**config.mk**
```make
export PLATFORM = sky130hd
export DESIGN_NAME = alarm_state_ctrl
export DESIGN_NICKNAME = d
export VERILOG_FILES = /design/src/rtl/alarm_state_ctrl_pkg.sv /design/src/rtl/alarm_state_ctrl_sync_edge.sv /design/src/rtl/alarm_state_ctrl.sv
export SDC_FILE = /design/constraint.sdc
export NUM_CORES = 1
export LEC_CHECK = 0
export ABC_AREA = 0
export CAP_MARGIN = 10
export CORE_AREA = 5 5 74 76
export DETAILED_ROUTE_END_ITERATION = 7
export DIE_AREA = 0 0 79 81
export MAX_ROUTING_LAYER = met4
export PLACE_DENSITY = 0.86
export SYNTH_ARGS = -nofsm -noshare
export SYNTH_HDL_FRONTEND = slang
export SYNTH_SLANG_ARGS = --single-unit
export TNS_END_PERCENT = 10
```
**constraint.sdc**
```tcl
create_clock -name clk -period 2.81 [get_ports clk]
set_input_delay 0.281 -clock clk [delete_from_list [all_inputs] [get_ports clk]]
set_output_delay 0.281 -clock clk [all_outputs]
set_load 0.02 [all_outputs]
```
**src/rtl/alarm_state_ctrl_pkg.sv**
```systemverilog
// rtl/alarm_state_ctrl_pkg.sv - shared state encodings and helpers for the alarm state controller
package alarm_state_ctrl_pkg;

  // Alarm state bus encoding shared with the LED alarm display.
  typedef enum logic [1:0] {
    STATE_NORMAL    = 2'd0,
    STATE_ATTENTION = 2'd1,
    STATE_EMERGENCY = 2'd2,
    STATE_SILENCED  = 2'd3
  } state_e;

  // Sample classes, ordered by severity so they compare numerically.
  localparam logic [1:0] CLS_NORM  = 2'd0;
  localparam logic [1:0] CLS_ATTN  = 2'd1;
  localparam logic [1:0] CLS_EMERG = 2'd2;

  // Severity of a state; a silenced alarm is still an emergency underneath.
  function automatic logic [1:0] sev_of(input state_e s);
    case (s)
      STATE_NORMAL:    sev_of = CLS_NORM;
      STATE_ATTENTION: sev_of = CLS_ATTN;
      default:         sev_of = CLS_EMERG;
    endcase
  endfunction

  // State entered when escalating to a given class.
  function automatic state_e state_of(input logic [1:0] c);
    case (c)
      CLS_NORM: state_of = STATE_NORMAL;
      CLS_ATTN: state_of = STATE_ATTENTION;
      default:  state_of = STATE_EMERGENCY;
    endcase
  endfunction

endpackage

```
**src/rtl/alarm_state_ctrl_sync_edge.sv**
```systemverilog
// rtl/alarm_state_ctrl_sync_edge.sv - two-flop synchronizer with rising-edge pulse for raw buttons
module sync_edge (
  input  logic clk,
  input  logic rst_n,
  input  logic din_i,
  output logic rise_o
);

  logic meta_q;
  logic sync_q;
  logic prev_q;

  // Synchronize the raw input and keep one delayed copy for edge detection.
  always_ff @(posedge clk or negedge rst_n) begin
    if (!rst_n) begin
      meta_q <= 1'b0;
      sync_q <= 1'b0;
      prev_q <= 1'b0;
    end else begin
      meta_q <= din_i;
      sync_q <= meta_q;
      prev_q <= sync_q;
    end
  end

  // One pulse per low-to-high transition, however long the input stays high.
  assign rise_o = sync_q & ~prev_q;

endmodule

```
**src/rtl/alarm_state_ctrl.sv**
```systemverilog
// rtl/alarm_state_ctrl.sv - classifies sensor samples into the qualified, hysteretic alarm state
module alarm_state_ctrl
  import alarm_state_ctrl_pkg::*;
#(
  parameter logic [7:0]  ATTN_LEVEL     = 8'd60,
  parameter logic [7:0]  EMERG_LEVEL    = 8'd80,
  parameter logic [7:0]  HYST           = 8'd4,
  parameter int          QUAL_COUNT     = 4,
  parameter logic [31:0] SILENCE_CYCLES = 32'd50_000_000
) (
  input  logic       clk,
  input  logic       rst_n,
  input  logic [7:0] sample,
  input  logic       sample_valid,
  input  logic       ack,
  output logic [1:0] state,
  output logic       escalate
);

  localparam logic [7:0] ATTN_LOW  = ATTN_LEVEL - HYST;
  localparam logic [7:0] EMERG_LOW = EMERG_LEVEL - HYST;
  localparam logic [3:0] QUAL_TGT  = 4'(QUAL_COUNT);

  state_e      state_q, state_d;
  logic        escalate_q, escalate_d;
  logic [3:0]  qual_cnt_q, qual_cnt_d;
  logic [1:0]  run_min_q, run_min_d;
  logic [31:0] sil_timer_q, sil_timer_d;

  logic        ack_rise;
  logic [1:0]  sample_cls;
  logic [1:0]  cur_sev;
  logic        deesc;
  state_e      deesc_tgt;
  logic [3:0]  qual_inc;
  logic [1:0]  run_next;

  sync_edge u_ack_sync (
    .clk   (clk),
    .rst_n (rst_n),
    .din_i (ack),
    .rise_o(ack_rise)
  );

  // Classify the incoming sample and work out whether it de-escalates the current state.
  always_comb begin
    sample_cls = CLS_NORM;
    if (sample >= EMERG_LEVEL) begin
      sample_cls = CLS_EMERG;
    end else if (sample >= ATTN_LEVEL) begin
      sample_cls = CLS_ATTN;
    end
    cur_sev   = sev_of(state_q);
    deesc     = 1'b0;
    deesc_tgt = STATE_NORMAL;
    if (cur_sev == CLS_EMERG) begin
      if (sample < ATTN_LOW) begin
        deesc = 1'b1;
      end else if (sample < EMERG_LOW) begin
        deesc     = 1'b1;
        deesc_tgt = STATE_ATTENTION;
      end
    end else if (cur_sev == CLS_ATTN) begin
      deesc = (sample < ATTN_LOW);
    end
    qual_inc = qual_cnt_q + 4'd1;
    run_next = (qual_cnt_q == 4'd0 || sample_cls < run_min_q) ? sample_cls : run_min_q;
  end

  // Next state: de-escalation wins, then escalation, then ack/silence timing.
  always_comb begin
    state_d     = state_q;
    escalate_d  = 1'b0;
    qual_cnt_d  = qual_cnt_q;
    run_min_d   = run_min_q;
    sil_timer_d = sil_timer_q;

    if (sample_valid && deesc) begin
      state_d     = deesc_tgt;
      qual_cnt_d  = 4'd0;
      run_min_d   = CLS_EMERG;
      sil_timer_d = 32'd0;
    end else begin
      if (sample_valid) begin
        if (sample_cls > cur_sev) begin
          if (qual_inc == QUAL_TGT) begin
            state_d    = state_of(run_next);
            escalate_d = 1'b1;
            qual_cnt_d = 4'd0;
            run_min_d  = CLS_EMERG;
          end else begin
            qual_cnt_d = qual_inc;
            run_min_d  = run_next;
          end
        end else begin
          qual_cnt_d = 4'd0;
          run_min_d  = CLS_EMERG;
        end
      end
      // Escalation only happens below EMERGENCY, where ack and the timer are inert.
      case (state_q)
        STATE_EMERGENCY: begin
          if (ack_rise) begin
            state_d     = STATE_SILENCED;
            sil_timer_d = SILENCE_CYCLES - 32'd1;
          end
        end
        STATE_SILENCED: begin
          if (sil_timer_q == 32'd0) begin
            state_d = STATE_EMERGENCY;
          end else begin
            sil_timer_d = sil_timer_q - 32'd1;
          end
        end
        default: ;
      endcase
    end
  end

  // State registers.
  always_ff @(posedge clk or negedge rst_n) begin
    if (!rst_n) begin
      state_q     <= STATE_NORMAL;
      escalate_q  <= 1'b0;
      qual_cnt_q  <= 4'd0;
      run_min_q   <= CLS_EMERG;
      sil_timer_q <= 32'd0;
    end else begin
      state_q     <= state_d;
      escalate_q  <= escalate_d;
      qual_cnt_q  <= qual_cnt_d;
      run_min_q   <= run_min_d;
      sil_timer_q <= sil_timer_d;
    end
  end

  assign state    = state_q;
  assign escalate = escalate_q;

endmodule

```
# ---- Yosys cells after proc, flatten, opt, wreduce, memory -nomap -nowiden
# Cells that the tools add are included.
dict set report word_totals {
  ff_bits 44
  input_bits 12
  out_inout_bits 3
  word_cells 71
}
dict set report classes {
  add_sub_neg 2
  magnitude_cmp 6
  n_eq_ne 9
  muxes 35
  bitwise 2
  reduce_logical 9
}
# operator n
set op_table {}
lappend op_table {{two-way mux 32 bit} 3}
lappend op_table {{case mux 32 bit (2 select lines)} 1}
lappend op_table {{logical NOT 32 bit} 1}
lappend op_table {{subtractor 32 x 1 -> 32 bit, second input constant} 1}
lappend op_table {{two-way mux 2 bit} 12}
lappend op_table {{two-way mux 4 bit} 4}
lappend op_table {{two-way mux 1 bit} 12}
lappend op_table {{case mux 2 bit (2 select lines)} 3}
lappend op_table {{greater-or-equal comparator 8 x 6 -> 1 bit, second input constant} 1}
lappend op_table {{greater-or-equal comparator 8 x 7 -> 1 bit, second input constant} 1}
lappend op_table {{less-than comparator 8 x 6 -> 1 bit, second input constant} 1}
lappend op_table {{less-than comparator 8 x 7 -> 1 bit, second input constant} 1}
lappend op_table {{== test 2 x 1 -> 1 bit, second input constant} 3}
lappend op_table {{== test 2 bit, second input constant} 3}
lappend op_table {{!= test 3 bit, second input constant} 2}
lappend op_table {{adder 4 x 1 -> 4 bit, second input constant} 1}
lappend op_table {{== test 4 x 3 -> 1 bit, second input constant} 1}
lappend op_table {{logical NOT 2 bit} 2}
lappend op_table {{logical NOT 4 bit} 1}
lappend op_table {{AND reduction 3 bit} 1}
lappend op_table {{nonzero test 3 bit} 1}
lappend op_table {{> comparator 2 bit} 1}
lappend op_table {{less-than comparator 2 bit} 1}
lappend op_table {{nonzero test 2 bit} 1}
lappend op_table {{4 further kinds} 4}

# ---- Logic depth before layout (Yosys ltp)
# Gate-level depths: netlist of run 1.
dict set report depth {
  depth_word 14
  depth_mapped 9
  ltp_nobuf 8
}

# ---- By module
# A second synthesis of run 1 with hierarchy kept.
dict set report unflattened {
  hier_cells 307
  hier_area_um2 2884.0
}
# module instances cells_per_inst area_per_inst_um2 seq_area_each_um2
set modules_own_cells {}
lappend modules_own_cells {alarm_state_ctrl 1 303 2795.2 1027.2}
lappend modules_own_cells {sync_edge 1 4 88.8 75.1}

# ---- Worst setup path before layout of run 1
# Ideal clock, no wire load.
dict set report synth_timing {
  path_kind {reg2reg}
  start {reg sil_timer_q[23]}
  end {reg sil_timer_q[20]}
  setup_time_ns 0.120
  arrival_time_ns 2.369
  required_ns 2.690
  slack_ns 0.320
  stages_incl_launch_ff 9
  n_path_buf 3
  synth_period_minus_slack_ns 2.490
  cell_sequence {dfrtp_1 > or4_1 > buf_2 > or4_1 > buf_2 > o31ai_4 > buf_2 > a2bb2oi_1 > o211a_1}
}
dict set report synth_between {
  elab_chain_cells 3
}
# element line
set synth_rtl {}
lappend synth_rtl {{from (decl)} alarm_state_ctrl.sv:28} ;# logic [31:0] sil_timer_q, sil_timer_d;
lappend synth_rtl {{from (signal assigned)} alarm_state_ctrl.sv:133} ;# sil_timer_q <= sil_timer_d;
lappend synth_rtl {{logical NOT 32 bit} alarm_state_ctrl.sv:109} ;# if (sil_timer_q == 32'd0) begin
lappend synth_rtl {{!= test 3 bit (no source line)} -}
lappend synth_rtl {{AND reduction 3 bit (no source line)} -}
# No other way between the ends.
# A chain may end at the register's enable or synchronous reset.

# ---- Worst setup path after layout of run 1
dict set report layout_timing {
  start {reg sil_timer_q[23]}
  end {reg sil_timer_q[4]}
}
# Same word-level chain as after synthesis.

==> impl_metrics.ini, run 1 <==
[drt]
drtIter0Drc = 244
wire_per_inst_um = 17.4
route.antenna.remaining_nets = 0
route.detailed.drc = 0
vias_per_cell = 6.66
drt-pass1-iter-count = 4
drt-total-wl_um = 6430
vias = 2457

[placed_design]
globalplace.congestion = 0.874
numPlacedInstances = 361
portBuffers = 12
dpl.hpwl_um = 4500
dpl_cell_area_um2 = 2990

[power_and_ir_drop]
power.leakage_nw = 1.27
powerDensity_nw_per_um2 = 853
pwr-share-seq_pct = 39.7
swShare_pct = 40.1
max-vdd-ir-drop_uv = 450
switching_power_mw = 1.06
combPwrFrac_pct = 42.0
clkPwrFrac_pct = 18.3
intPower_mw = 1.58

[setup_path]
crit_type = reg -> reg
worstPathRequired_ns = 3.00
worstPathArrival_ns = 2.81
setup.worst_path.end_class = register
start_kind = register
crit_path_max_fanout = 16

[clocking]
cts_tree = built
clk_pin_slew_ns = 0.08
cts_root_buf = clkbuf_8
cts_buffer_depth = 2
clock_sinks = 44
cts_buffers = 5
cts_setup_buffers = 0
clk_latency_ns = 0.30
h-tree-depth = 2

[logic_synthesis]
synth-edff-count = 0
ys_async_sr_fraction_pct = 100
synth_cell_types = 62
netlist_area_um2 = 2740
synth.most_common_cell = dfrtp_1
synthCells = 291
syn_avg_cell_area_um2 = 9.42
synth_nets = 310
synth_top_cell_area_share_pct = 39.3
yosysTopAreaCell = dfrtp_1
synth-warning-count = 0
synth_seq_cells = 44
synth_common_cells = 43 x dfrtp_1, 21 x nor2_1, 15 x a21oi_1, 15 x nor3_1, 13 x o21ai_0
ys_seq_area_share_pct = 40.2
synth.area.top_cells = dfrtp_1 39%, ha_1 3.2%, nor2_1 2.9%
synth-main-ff-cell = dfrtp_1

[global_routing]
gr-total-overflow = 0
antenna_found_initial = 0
first_global_vias = 2465
grt_use_total_pct = 23.1
grt_first_pass_wirelength_um = 11300
grt_start_max_net_pins = 45

[timing]
finalHoldViolCount = 0
min_period_ns = 2.61
worst_pin_slew_ns = 0.966
setup_viol = 0
max_freq_ghz = 0.383
fin_crit_sh_pct = 93.0
slew-limit-headroom_pct = 35.6
fin_hold_ws_ns = 0.130
rsz0062_at_grt = no
maxSlewViolCount = 0
fin_skew_ns = 0.00688

[floorplan]
core_area_um2 = 4660
start_util_pct = 58.8
rows = 25
dieArea_um2 = 6400
die_x_um = 79
io_pins = 15
dieHeight_um = 81

[finish]
seq_area_um2 = 1100
multiInputGateArea_um2 = 1540
drive_gt1_share_pct = 14.6
post-route-cell-area_um2 = 3100
nets = 333
syn_to_final_growth_pct = 13.1
n_antenna_cell = 0
nFillCells = 383
instances_no_fill = 369

[flow_run]
cap_violations = 0

[hold_path]
hold_class = in -> async

[outcome]
outcome = complete, no violations
## power groups by stage
stage / registers (mW) / clock network [mW] / logic [mW]
floorplan: 1.00 / 0 / 0.805
global placement: 1.03 / 0 / 1.05
detailed placement: 1.05 / 0 / 1.10
CTS: 1.04 / 0.495 / 1.10
global route: 1.08 / 0.528 / 1.24
finish: 1.05 / 0.484 / 1.11
## metal layers
| layer | global-route usage (%) | vias to the layer above | wire length (um) |
|---|---|---|---|
| li1 | - | 1180 | - |
| met3 | 5.54 | 16 | 343 |
| met4 | 10.8 | 0 | 144 |
| met1 | 29.2 | 1187 | 2990 |
| met2 | 35.0 | 74 | 2950 |
| met5 | - | - | 0 |
## cells by family (layout without fill, tap and decap cells)
logic type                 Yosys count  after routing  share of synthesized area [%]
xor gates and xnor gates            10             10                           3.20
buffers and inverters               24             48                           3.74
muxes                                3              3                           1.19
and+or+nand+nor                    118            118                           25.3
adders and majority gates            7              7                           3.20
AOI/OAI and AO/OA                   85             85                           23.2
DFF                                 44             44                           40.2
## worst max-delay path, stage by stage, from the launching register on
cell and delay, ns:
dfrtp_1 0.44, or4_1 0.56, or4_1 0.65, o31ai_4 0.23
buf_4 0.25, a2111oi_0 0.14, a31o_2 0.25
## path summary, 6_finish.rpt
path / cells after the start / end / start / slack, ns
worst max-delay path: 6 / sil_timer_q[4] / sil_timer_q[23] / 0.20
worst min-delay path: 1 / sil_timer_q[0] / rst_n / 0.13
worst max register to register: 6 / sil_timer_q[4] / sil_timer_q[23] / 0.20
worst min register to register: 0 / u_ack_sync.sync_q / u_ack_sync.meta_q / 0.36
max in group asynchronous: 1 / sil_timer_q[30] / rst_n / 2.07
min in group clk: 0 / u_ack_sync.sync_q / u_ack_sync.meta_q / 0.36
## layout by cell type, fill, tap and decap left out, types with 5 or more instances in the layout
cell type        synthesis  routed
a31oi_1                  6       6
o21ai_0                 13      13
nor3_1                  15      15
a21oi_1                 15      15
o211a_1                  5       5
or2_2                    6       6
inv_1                   11      11
dfrtp_1                 43      43
nor2_1                  21      20
a2bb2oi_1                5       5
ha_1                     7       7
clkbuf_8                 0       5
buf_4                    0      17
or3_1                    6       6
xnor2_1                  6       6
nand4_1                  6       6
nor4_1                  11      11
nand3_1                 10      10
clkdlybuf4s50_1          0      11
or4_1                    9       9
nand2_1                 10      10
o31ai_1                  6       6
## registers in the layout, summed over array words and instances (netlist names)
name / cells
qual_cnt_q: 4
run_min_q: 2
escalate: 1
u_ack_sync.sync_q: 1
state: 2
u_ack_sync.meta_q: 1
u_ack_sync.prev_q: 1
sil_timer_q: 32
## timing repair
action / CTS / global route
setup endpoints to repair: 0 / 14
hold buffers: 0 / 0
gates resized for setup: 0 / 1
endpoints found under the hold margin: 0 / 0
## area by class of cell
type / instances / share of cell area (%)
Clock buffer: 6 / 2.34
Sequential cell: 44 / 35.6
Tap cell: 54 / 2.18
Inverter: 11 / 1.33
Multi-Input combinational cell: 223 / 49.6
Timing Repair Buffer: 29 / 7.83
Clock inverter: 2 / 1.13
## through the flow
stage	setup TNS [ns]	total power [mW]	utilization (%)	setup WS, ns
after floorplan	0	1.81	-	0.320
after global placement	0	2.08	64.1	0.00731
after detailed placement	-0.880	2.15	64.1	-0.105
after CTS	0	2.64	66.4	0.200
after global routing	0	2.85	66.5	0.0450
final	0	2.64	66.5	0.197
Note: power is estimated with default switching activity, not from simulation.
==> run 2: changes to the inputs <==
RECOVER_POWER = 25   (was unset)
==> run 2 against run 1 <==
  * The run now ends with capacitance limit, slew limit left
  * Count of clock-buffer cells in the layout is the same
  * Cell count is the same
  * Combinational power is essentially flat
  * Critical path depth is the same
  * Setup slack lost 0.011 ns
  * Wire length grew 0.12%
  * First-iteration DRC count is the same
  * Utilization is essentially flat
  * Critical endpoint unchanged
  * Largest power group unchanged
==> impl_metrics.ini, run 2 (same netlist as run 1, synthesis figures left out) <==
[setup_path]
worstPathRequired_ns = 3.00
crit_type = reg -> reg
max_stage_delay_ns = 0.65
r2r_cells = 6
ff2ff_setup_slack_ns = 0.19
start_kind = register
worstReg2RegStart = sil_timer_q[23]
crit_top_cell = or4_1
cp_slowest_cell = or4_1
path_delay_family = simple AND/OR/NAND/NOR gates
critPathBufInv = 1
setup.worst_path.end_class = register
crit_path_max_fanout = 16
worstPathArrival_ns = 2.82
crit_path_cell_trace = or4_1 -> or4_1 -> o31ai_4 -> buf_4 -> a2111oi_0 -> a31o_2
r2r-end = sil_timer_q[4]

[finish]
instances_no_fill = 369
final_common_cell = dfrtp_1
syn_to_final_growth_pct = 13.1
drive_gt1_share_pct = 14.3
reg_top3 = sil_timer_q x32, qual_cnt_q x4
n_antenna_cell = 0
largest_reg_flops = 32
nets = 333
top_register = sil_timer_q
fin_util_pct = 66.5
most-common-layout-cells = 43 x dfrtp_1, 20 x nor2_1, 17 x buf_4
nFillCells = 383

[clocking]
cts_tree = built
h-tree-depth = 2
clk_latency_ns = 0.30
hold_buffers = 0
clk_pin_slew_ns = 0.08
clock_sinks = 44
cts_setup_buffers = 0
cts_buffer_depth = 2
cts_buffers = 5
cts_root_buf = clkbuf_8
post_cts_resized = 0

[drt]
vias = 2472
drt-total-wl_um = 6440
vias_per_cell = 6.70
route.detailed.drc = 0
wire_per_inst_um = 17.4
drtIter0Drc = 244
drt-pass1-iter-count = 6
route.antenna.remaining_nets = 0

[timing]
setup_viol = 0
rsz0062_at_grt = no
max_freq_ghz = 0.381
worst_pin_slew_ns = 2.32
layout_setup_ws_ns = 0.186
fin_hold_ws_ns = 0.358
maxSlewViolCount = 45
setup_tns_ns = 0
min_period_ns = 2.62
fin_crit_sh_pct = 93.4
slew-limit-headroom_pct = -55.0
finalHoldViolCount = 0
fin_skew_ns = 0.00679

[global_routing]
met1_usage_pct = 29.2
grt_first_pass_wirelength_um = 11300
grtUsageMet2_pct = 35.0
met3_usage_pct = 5.54
grt_start_max_net_pins = 45
grt_use_total_pct = 23.1
first_global_vias = 2465
antenna_found_initial = 0
grt.busiest_layer = met2
gr-total-overflow = 0

[placed_design]
numPlacedInstances = 361
dpl.hpwl_um = 4500
portBuffers = 12
pre_cts_ws_ns = -0.105
globalplace.congestion = 0.874

[floorplan]
start_util_pct = 58.8
io_pins = 15
dieHeight_um = 81
dieArea_um2 = 6400
rows = 25
core_area_um2 = 4660
die_x_um = 79

[power_and_ir_drop]
swShare_pct = 40.1
clkPwrFrac_pct = 18.3
pwr-share-seq_pct = 39.7
switching_power_mw = 1.06
intPower_mw = 1.58
power.leakage_nw = 1.27
powerDensity_nw_per_um2 = 853
combPwrFrac_pct = 42.0
max-vdd-ir-drop_uv = 450

[hold_path]
whs_endpoint = u_ack_sync.sync_q
hold_class = reg -> reg
hp-start = u_ack_sync.meta_q
worstHoldPathCells = 0

[flow_run]
cap_violations = 1

[outcome]
violations = capacitance limit, slew limit
outcome = finished with violations
[run 2: changes by cell type in the layout (fill, tap and decap cells not counted)]
cell | before | now
dlygate4sd3_1 | 0 | 1
clkdlybuf4s50_1 | 11 | 10
buf_2 | 1 | 0
clkbuf_1 | 1 | 2
[run 2: area by class of cell]
class | count | area [um^2] | share of cell area, %
clock buffers | 6 | 72.6 | 2.34
clock inverters | 2 | 35.0 | 1.13
inverters | 11 | 41.3 | 1.33
multi-input cells | 223 | 1540 | 49.6
flip-flops and latches | 44 | 1100 | 35.6
well taps | 54 | 67.6 | 2.18
repair buffers | 29 | 241 | 7.79
[run 2: power groups by stage]
stage	Combinational (mW)	Clock (mW)	Sequential (mW)
after CTS	1.10	0.495	1.04
after detailed placement	1.10	0	1.05
after floorplan	0.805	0	1.00
final	1.11	0.484	1.05
after global placement	1.05	0	1.03
after global routing	1.24	0.528	1.08
[run 2: worst reg2reg max path: stages (launching register included)]
cell	delay, ns
dfrtp_1	0.44
or4_1	0.56
or4_1	0.65
o31ai_4	0.23
buf_4	0.25
a2111oi_0	0.15
a31o_2	0.25
[run 2: layer usage]
layer	wire, um	up-vias
met4	143	0
met3	358	14
met2	2990	74
met5	0	-
li1	-	1182
met1	2940	1202
[run 2: through the flow]
stage / instance area [um^2] / power [mW]
6_report: 3100 / 2.64
5_1_grt: 3100 / 2.85
4_1_cts: 3100 / 2.64
3_5_place_dp: 2990 / 2.15
3_3_place_gp: 2990 / 2.08
2_1_floorplan: 2740 / 1.81
[run 2: worst max path at each step]
| stage | startpoint | end | slack, ns | depth (start not counted) |
|---|---|---|---|---|
| final | sil_timer_q[23] | sil_timer_q[4] | 0.19 | 6 |
| after global routing | sil_timer_q[23] | sil_timer_q[4] | 0.04 | 6 |
| after CTS | sil_timer_q[23] | sil_timer_q[4] | 0.20 | 6 |
| after detailed placement | sample[7] | sil_timer_q[8] | -0.11 | 7 |
| after global placement | sample[7] | sil_timer_q[7] | 0.007 | 7 |
| after floorplan | sil_timer_q[23] | sil_timer_q[20] | 0.32 | 8 |
==> run 3: changes to the inputs <==
clock period = 2.7 ns   (was 2.81 ns; I/O delays follow)
==> run 3 against run 2 <==
  * The flow still finishes with violations (capacitance limit, slew limit)
  * Combinational power increased by 8%
  * Count of clock-buffer cells in the layout unchanged
  * Sequential cell count unchanged
  * Fmax increased by 3.5%
  * Utilization increased by 0.16 points
  * Total power increased by 1.6%
  * Critical endpoint is now sil_timer_q[1]
  * Cell count increased by 0.54%
  * Worst hold slack improved by 0.0068 ns
  * Clock power decreased by 17%
  * Via count increased by 0.49%
  * Sequential power about the same
  * Wire length decreased by 0.65%
==> impl_metrics.ini, run 3 (same netlist as run 1, synthesis figures left out) <==
[floorplan]
die_x_um = 79
core_area_um2 = 4660
dieHeight_um = 81
dieArea_um2 = 6400
io_pins = 15
start_util_pct = 58.8
rows = 25

[hold_path]
hold_class = reg -> reg
hp-start = u_ack_sync.meta_q
worstHoldPathCells = 0
whs_endpoint = u_ack_sync.sync_q

[power_and_ir_drop]
power.total_mw = 2.68
powerDensity_nw_per_um2 = 865
power.leakage_nw = 1.28
max-vdd-ir-drop_uv = 419

[drt]
drt-pass1-iter-count = 4
vias = 2484
wire_per_inst_um = 17.2
route.detailed.drc = 0
drt-total-wl_um = 6400
route.antenna.remaining_nets = 0
vias_per_cell = 6.70
drtIter0Drc = 188

[timing]
min_period_ns = 2.54
slew-limit-headroom_pct = -57.2
worst_pin_slew_ns = 2.36
setup_tns_ns = 0
setup_viol = 0
fin_skew_ns = 0.00580
maxSlewViolCount = 45
layout_setup_ws_ns = 0.165
rsz0062_at_grt = no
finalHoldViolCount = 0
fin_crit_sh_pct = 93.9
max_freq_ghz = 0.394

[finish]
largest_reg_flops = 32
top_register = sil_timer_q
syn_to_final_growth_pct = 13.3
multiInputGateArea_um2 = 1540
drive_gt1_share_pct = 14.8
nFillCells = 380
n_antenna_cell = 0
nets = 336
reg_top3 = sil_timer_q x32, qual_cnt_q x4
final_common_cell = dfrtp_1
seq_area_um2 = 1100
most-common-layout-cells = 43 x dfrtp_1, 21 x nor2_1, 19 x buf_4
instances_no_fill = 371

[flow_run]
cap_violations = 1

[setup_path]
r2r-end = sil_timer_q[1]
ff2ff_setup_slack_ns = 0.16
crit_type = reg -> reg
cp-startpoint = sil_timer_q[23]
cp_slowest_cell = or4_1
worstPathArrival_ns = 2.74
setup.worst_path.end_class = register
crit_path_cell_trace = or4_1 -> or4_1 -> o31ai_4 -> buf_12 -> nand2_2 -> a311oi_1
crit_top_cell = or4_1
worstPathRequired_ns = 2.90
max_stage_delay_ns = 0.57
r2r_cells = 6
worstReg2RegStart = sil_timer_q[23]
start_kind = register
path_delay_family = simple AND/OR/NAND/NOR gates
critPathBufInv = 1
crit_path_max_fanout = 22

[global_routing]
grt_first_pass_wirelength_um = 11100
gr-total-overflow = 0
first_global_vias = 2334
antenna_found_initial = 0
grt_start_max_net_pins = 45
grt_use_total_pct = 22.3

[clocking]
hold_buffers = 0
cts_root_buf = clkbuf_8
cts_buffer_depth = 2
h-tree-depth = 2
cts_tree = built
clk_pin_slew_ns = 0.08
clk_latency_ns = 0.30
clock_sinks = 44
cts_buffers = 5

[outcome]
violations = capacitance limit, slew limit
outcome = finished with violations

[placed_design]
pre_cts_ws_ns = -0.00953
numPlacedInstances = 364
portBuffers = 12
globalplace.congestion = 0.934
dpl.hpwl_um = 4620
run 3: changes by cell type in the layout (fill, tap and decap cells not counted):
cell / before / now
bufinv_16: 1 / 0
nor3b_1: 1 / 0
nor2_1: 20 / 21
buf_4: 17 / 19
nor2_2: 1 / 0
nor3b_2: 0 / 1
buf_12: 0 / 1
run 3: metrics by stage:
| step | utilization [%] | cell area, um^2 | hold slack [ns] |
|---|---|---|---|
| 3_5_place_dp | 64.9 | 3020 | 0.338 |
| 4_1_cts | 66.6 | 3100 | 0.165 |
| 2_1_floorplan | - | 2740 | -0.0256 |
| 5_1_grt | 66.6 | 3110 | 0.380 |
| 3_3_place_gp | 64.9 | 3020 | 0.336 |
| 6_report | 66.6 | 3110 | 0.365 |
run 3: per-layer routing:
| metal | share of wire [%] | routed length, um | track usage [%] |
|---|---|---|---|
| met2 | 47 | 3010 | 33.9 |
| met5 | 0 | 0 | - |
| met1 | 45 | 2890 | 29.8 |
| met4 | 1.8 | 116 | 8.08 |
| met3 | 6.0 | 383 | 4.43 |
run 3: final cells by class:
class                           count  share of cell area (%)
Tap cell                           54                    2.18
Clock buffer                        6                    2.34
Inverter                           11                    1.33
Sequential cell                    44                    35.5
Clock inverter                      1                   0.161
Timing Repair Buffer               32                    8.90
Multi-Input combinational cell    223                    49.6
run 3: worst max-delay path by stage:
stage	endpoint	slack (ns)	depth (start not counted)
final	sil_timer_q[1]	0.16	6
after global routing	sil_timer_q[28]	0.04	1
after CTS	sil_timer_q[18]	0.17	8
after detailed placement	qual_cnt_q[0]	-0.01	9
after global placement	qual_cnt_q[0]	0.04	9
after floorplan	sil_timer_q[20]	0.21	8
run 3: timing repair:
| action | 4_1_cts | 5_1_grt |
|---|---|---|
| resized for setup | 0 | 1 |
| setup buffers | 0 | 0 |
| endpoints found under the setup margin | 0 | 1 |
run 3: report_power, final:
part | switching, mW | internal [mW]
registers | 0.227 | 0.854
logic | 0.647 | 0.556
clock network | 0.225 | 0.176
total | 1.10 | 1.59
